File: src/rtl/sync_fifo.sv
// sync_fifo: single-clock FIFO with level tracking, registered status flags,
// programmable almost-full/almost-empty thresholds, sticky overflow/underflow
// capture and an optional first-word-fall-through read port.
module sync_fifo #(
  parameter int data_size          = 8,
  parameter int address_size       = 4,
  parameter int almost_full_level  = 12,
  parameter int almost_empty_level = 2,
  parameter int fwft               = 0
) (
  input  logic                    clk,
  input  logic                    reset_n,
  input  logic                    write_en,
  input  logic [data_size-1:0]    write_data,
  input  logic                    read_en,
  output logic [data_size-1:0]    read_data,
  output logic                    full,
  output logic                    empty,
  output logic                    almost_full,
  output logic                    almost_empty,
  output logic [address_size:0]   level,
  output logic                    overflow,
  output logic                    underflow,
  input  logic                    clear_errors
);

  localparam int depth = 1 << address_size;

  // Level-width constants so every comparison and increment is width-exact.
  localparam logic [address_size:0] depth_lvl = (address_size + 1)'(depth);
  localparam logic [address_size:0] af_lvl    = (address_size + 1)'(almost_full_level);
  localparam logic [address_size:0] ae_lvl    = (address_size + 1)'(almost_empty_level);
  localparam logic [address_size:0] one_lvl   = (address_size + 1)'(1);

  // Storage; deliberately not reset so it maps onto block RAM.
  logic [data_size-1:0] mem [depth];

  // Pointers carry an extra wrap bit above the array index.
  logic [address_size:0] wptr_reg, wptr_next;
  logic [address_size:0] rptr_reg, rptr_next;
  logic [address_size:0] level_reg, level_next;
  logic full_reg, full_next;
  logic empty_reg, empty_next;
  logic almost_full_reg, almost_full_next;
  logic almost_empty_reg, almost_empty_next;
  logic overflow_reg, overflow_next;
  logic underflow_reg, underflow_next;

  logic write_accept;
  logic read_accept;
  logic [address_size-1:0] waddr;
  logic [address_size-1:0] raddr;

  // Acceptance is judged against the flags registered before this edge, so a
  // read frees no space for a same-edge write and vice versa.
  assign write_accept = write_en && !full_reg;
  assign read_accept  = read_en && !empty_reg;
  assign waddr        = wptr_reg[address_size-1:0];
  assign raddr        = rptr_reg[address_size-1:0];

  // Next-state for pointers, level, status flags and sticky error flags.
  always_comb begin
    wptr_next  = wptr_reg;
    rptr_next  = rptr_reg;
    level_next = level_reg;
    if (write_accept) begin
      wptr_next = wptr_reg + one_lvl;
    end
    if (read_accept) begin
      rptr_next = rptr_reg + one_lvl;
    end
    if (write_accept && !read_accept) begin
      level_next = level_reg + one_lvl;
    end else if (read_accept && !write_accept) begin
      level_next = level_reg - one_lvl;
    end
    // Flags are derived from the post-edge level so they track level exactly.
    full_next         = (level_next == depth_lvl);
    empty_next        = (level_next == '0);
    almost_full_next  = (level_next >= af_lvl);
    almost_empty_next = (level_next <= ae_lvl);
    // A fresh error on the same edge as a clear wins over the clear.
    overflow_next  = (overflow_reg && !clear_errors) || (write_en && full_reg);
    underflow_next = (underflow_reg && !clear_errors) || (read_en && empty_reg);
  end

  // State register with asynchronous active-low reset.
  always_ff @(posedge clk or negedge reset_n) begin
    if (!reset_n) begin
      wptr_reg         <= '0;
      rptr_reg         <= '0;
      level_reg        <= '0;
      full_reg         <= 1'b0;
      empty_reg        <= 1'b1;
      almost_full_reg  <= 1'b0;
      almost_empty_reg <= 1'b1;
      overflow_reg     <= 1'b0;
      underflow_reg    <= 1'b0;
    end else begin
      wptr_reg         <= wptr_next;
      rptr_reg         <= rptr_next;
      level_reg        <= level_next;
      full_reg         <= full_next;
      empty_reg        <= empty_next;
      almost_full_reg  <= almost_full_next;
      almost_empty_reg <= almost_empty_next;
      overflow_reg     <= overflow_next;
      underflow_reg    <= underflow_next;
    end
  end

  // Array write port; only accepted writes touch storage.
  always_ff @(posedge clk) begin
    if (write_accept) begin
      mem[waddr] <= write_data;
    end
  end

  generate
    if (fwft != 0) begin : g_fwft
      // Head word is presented straight from the array; meaningless while empty.
      assign read_data = mem[raddr];
    end else begin : g_registered
      logic [data_size-1:0] read_data_reg;
      // Registered read: loads only on an accepted pop, holds otherwise.
      always_ff @(posedge clk or negedge reset_n) begin
        if (!reset_n) begin
          read_data_reg <= '0;
        end else if (read_accept) begin
          read_data_reg <= mem[raddr];
        end
      end
      assign read_data = read_data_reg;
    end
  endgenerate

  assign full         = full_reg;
  assign empty        = empty_reg;
  assign almost_full  = almost_full_reg;
  assign almost_empty = almost_empty_reg;
  assign level        = level_reg;
  assign overflow     = overflow_reg;
  assign underflow    = underflow_reg;

endmodule
File: config.mk
export PLATFORM = sky130hd
export DESIGN_NAME = sync_fifo
export DESIGN_NICKNAME = d
export VERILOG_FILES = /design/src/rtl/sync_fifo.sv
export SDC_FILE = /design/constraint.sdc
export NUM_CORES = 1
export LEC_CHECK = 0
export ABC_AREA = 1
export BUFFER_PORTS_ARGS = -buffer_cell sky130_fd_sc_hd__buf_2
export CORE_MARGIN = 8
export CORE_UTILIZATION = 50
export CTS_CLUSTER_DIAMETER = 60
export DETAILED_ROUTE_END_ITERATION = 12
export PLACE_DENSITY = 0.72
export SLEW_MARGIN = 10
export SYNTH_ARGS = -nofsm -noshare
export SYNTH_HDL_FRONTEND = slang
export SYNTH_SLANG_ARGS = --single-unit
File: constraint.sdc
create_clock -name clk -period 1.8 [get_ports clk]
set_input_delay 0.09 -clock clk [delete_from_list [all_inputs] [get_ports clk]]
set_output_delay 0.09 -clock clk [all_outputs]
set_load 0.05 [all_outputs]
==> summary.txt <==
Clock network
  – Cts repair resizes: 0
  – Root buffer cell: clkbuf_16
  – Sink Count: 155
  – Clock transition at path regs: 0.06 ns
  – H-Tree Depth: 4
  – Later-pin clock latency in the skew report: 0.43 ns
  – CTS max path bufs: 2
  – Number of buffers created by CTS: 17
  – CTS tree: yes

Worst setup path
  – Reg2Reg Depth: 5
  – Type of origin of the critical path: flop
  – CP Class: reg2reg
  – Largest fanout on the critical path: 6
  – Reg2reg setup slack: 0.28 ns
  – WP buf/inv: 2
  – Critical Path Slowest Stage Cell: dfrtp_1
  – Worst Setup EP: mem[12][1]
  – Worst path depth: 5
  – Max incr delay on CP: 0.41 ns
  – Crit path from: wptr_reg[0]
  – Crit. End Element: flop
  – Critical-path cell list: inv_1, ha_1, nand2_1, nor2_1, buf_4
  – CP arrival: 1.67 ns
  – Top delay family on crit path: flip-flops
  – Worst reg2reg startpoint: wptr_reg[0]
  – Critical path required time: 1.94 ns
  – Worst flop-to-flop path endpoint: mem[12][1]

Floorplan
  – Chip Width: 131 um
  – Row count: 42
  – # IOs: 32
  – Die Area: 17100 um^2
  – Die span in y: 131 um
  – Initial core utilization: 50.4%
  – Core ar.: 13000 um^2

Pwr
  – Max VDD drop: 0.00108 V
  – Pwr/cell area: 1700 nW/um^2
  – Leakage: 3.07 nW

Place
  – Port buffer count: 31
  – RD Place Congestion: 0.933
  – Place WS: 0.286 ns
  – DPL Wire Length: 10.0 mm

Synthesis
  – #FFs+latches synth: 155
  – Cells after Synth: 592
  – Synth top area cells: edfxtp_1 58%, nand2_1 13%, dfrtp_1 9.5%, nand3_1 7.5%, buf_6 1.4%
  – Post-synth top area share: 58.5%
  – Syn. warnings: 0
  – Mapped Area: 6570 um^2
  – Synth cell types: 27
  – Largest area contributor in the netlist: edfxtp_1
  – Synth Area per Inst: 11.1 um^2
  – Register area share after synthesis: 68.8%
  – Syn nets: 612

STA
  – Slew at the pin closest to its max-slew limit: 0.620 ns
  – Hold Violations, Final: 0
  – Final setup viols: 0
  – FMAX: 656 MHz
  – Slack of the critical path: 0.276 ns
  – Worst slew margin: 58.7%
  – Period utilization: 84.7%
  – Crit path time final: 1.52 ns
  – Final setup skew: 0.00964 ns
  – Total negative slack: 0 ns
  – RSZ-0062 raised after global routing: false
  – Hold Slack: 0.0695 ns
  – Slew Limit Fails: 0

Hold path
  – Worst hold stages: 1
  – Worst hold path class: in2reg

Global route
  – Vias in the first global route: 4416
  – First-pass GRT wire length: 24.1 mm
  – Antenna violations before repair: 0
  – GRT Total Usage: 19.5%
  – Largest net degree at the start of global routing: 51
  – Grt ovf: 0

Detailed routing
  – WL per Instance: 18.2 um
  – DRT Pass-1 Iters: 5
  – Starting DRT DRC Count: 401
  – Detailed Route WL: 15.2 mm
  – Via density: 5.33
  – DR vias: 4443
  – Drt drc: 0
  – Detail Route Antenna Nets: 0

Final layout
  – Area Growth Syn to Fin: 14.9%
  – Nets: 666
  – Max FFs per register: 128
  – Layout cells sized above 1: 16.3%
  – Commonest non-fill, non-tap cell in the layout: nand2_1
  – Antenna cells: 0
  – Fillers: 1115
  – Most frequent cells in the layout: 222 x nand2_1, 128 x edfxtp_1, 98 x nand3_1

Status
  – Status: completed

Job
  – Max-cap viol count: 0
[worst min-delay path by stage]
stage / start / endpoint / slack, ns
after floorplan: reset_n / almost_full / -0.21
after global placement: reset_n / read_data[1] / 0.12
after detailed placement: reset_n / read_data[1] / 0.15
after CTS: read_en / read_data[0] / 0.07
after global routing: write_data[1] / mem[5][1] / 0.08
final: write_data[1] / mem[8][1] / 0.07
[synthesized netlist by cell type]
| master | n |
|---|---|
| a21oi_1 | 8 |
| buf_1 | 1 |
| buf_2 | 6 |
| buf_4 | 7 |
| buf_6 | 8 |
| clkbuf_1 | 4 |
| dfrtp_1 | 25 |
| dfstp_2 | 2 |
| edfxtp_1 | 128 |
| ha_1 | 7 |
| inv_1 | 18 |
| inv_2 | 7 |
| nand2_1 | 222 |
| nand2_2 | 3 |
| nand2_4 | 1 |
| nand3_1 | 98 |
| nand3_2 | 2 |
| nand3b_1 | 4 |
| nand4_1 | 2 |
| nor2_1 | 22 |
| nor2_2 | 1 |
| nor2_4 | 3 |
| nor3_2 | 1 |
| o21ai_0 | 2 |
| o21ai_1 | 1 |
| o22ai_1 | 2 |
| xor2_1 | 7 |
[per-layer routing]
| layer | track usage (%) | vias to the layer above | share of wire, % |
|---|---|---|---|
| met4 | 9.59 | 0 | 2.7 |
| met5 | 0 | - | 0 |
| met1 | 24.1 | 2147 | 41 |
| met3 | 4.55 | 31 | 5.8 |
| li1 | - | 2108 | - |
| met2 | 31.8 | 157 | 50 |
[repair_timing]
action / 4_1_cts / 5_1_grt
endpoints found under the hold margin: 27 / 0
buffers inserted: 0 / 0
hold buffers: 4 / 0
[cell type report]
type	instances	area, um^2	area share, %
flip-flops and latches	155	4520	59.9
multi-input cells	386	1770	23.4
clock buffers	18	429	5.68
repair buffers	61	415	5.50
well taps	176	220	2.92
clock inverters	13	105	1.39
inverters	25	93.8	1.24
[logic make-up (layout without fill, tap and decap cells)]
kind of cell | Yosys count | in the layout | synth area share [%]
AOI/OAI and AO/OA | 13 | 13 | 1.03
xor gates and xnor gates | 7 | 7 | 0.933
adders and majority gates | 7 | 7 | 1.33
buffers and inverters | 51 | 117 | 4.34
DFF | 155 | 155 | 68.8
and+or+nand+nor | 359 | 359 | 23.6
[per-stage QoR]
stage / util (%) / power (mW) / area (um^2) / std cells
4_1_cts: 57.9 / 12.9 / 7550 / 834
5_1_grt: 57.9 / 13.6 / 7550 / 834
6_report: 57.9 / 12.9 / 7550 / 834
3_5_place_dp: 53.5 / 9.65 / 6980 / 799
2_1_floorplan: - / 8.30 / 6570 / 592
3_3_place_gp: 53.5 / 9.53 / 6980 / 799
[power by group]
| group | internal (mW) | switching (mW) | total (mW) |
|---|---|---|---|
| clock | 1.87 | 1.38 | 3.25 |
| sequential | 4.46 | 0.297 | 4.76 |
| combinational | 1.36 | 3.49 | 4.86 |
| total | 7.69 | 5.17 | 12.9 |
(Power assumes the default switching activity.)
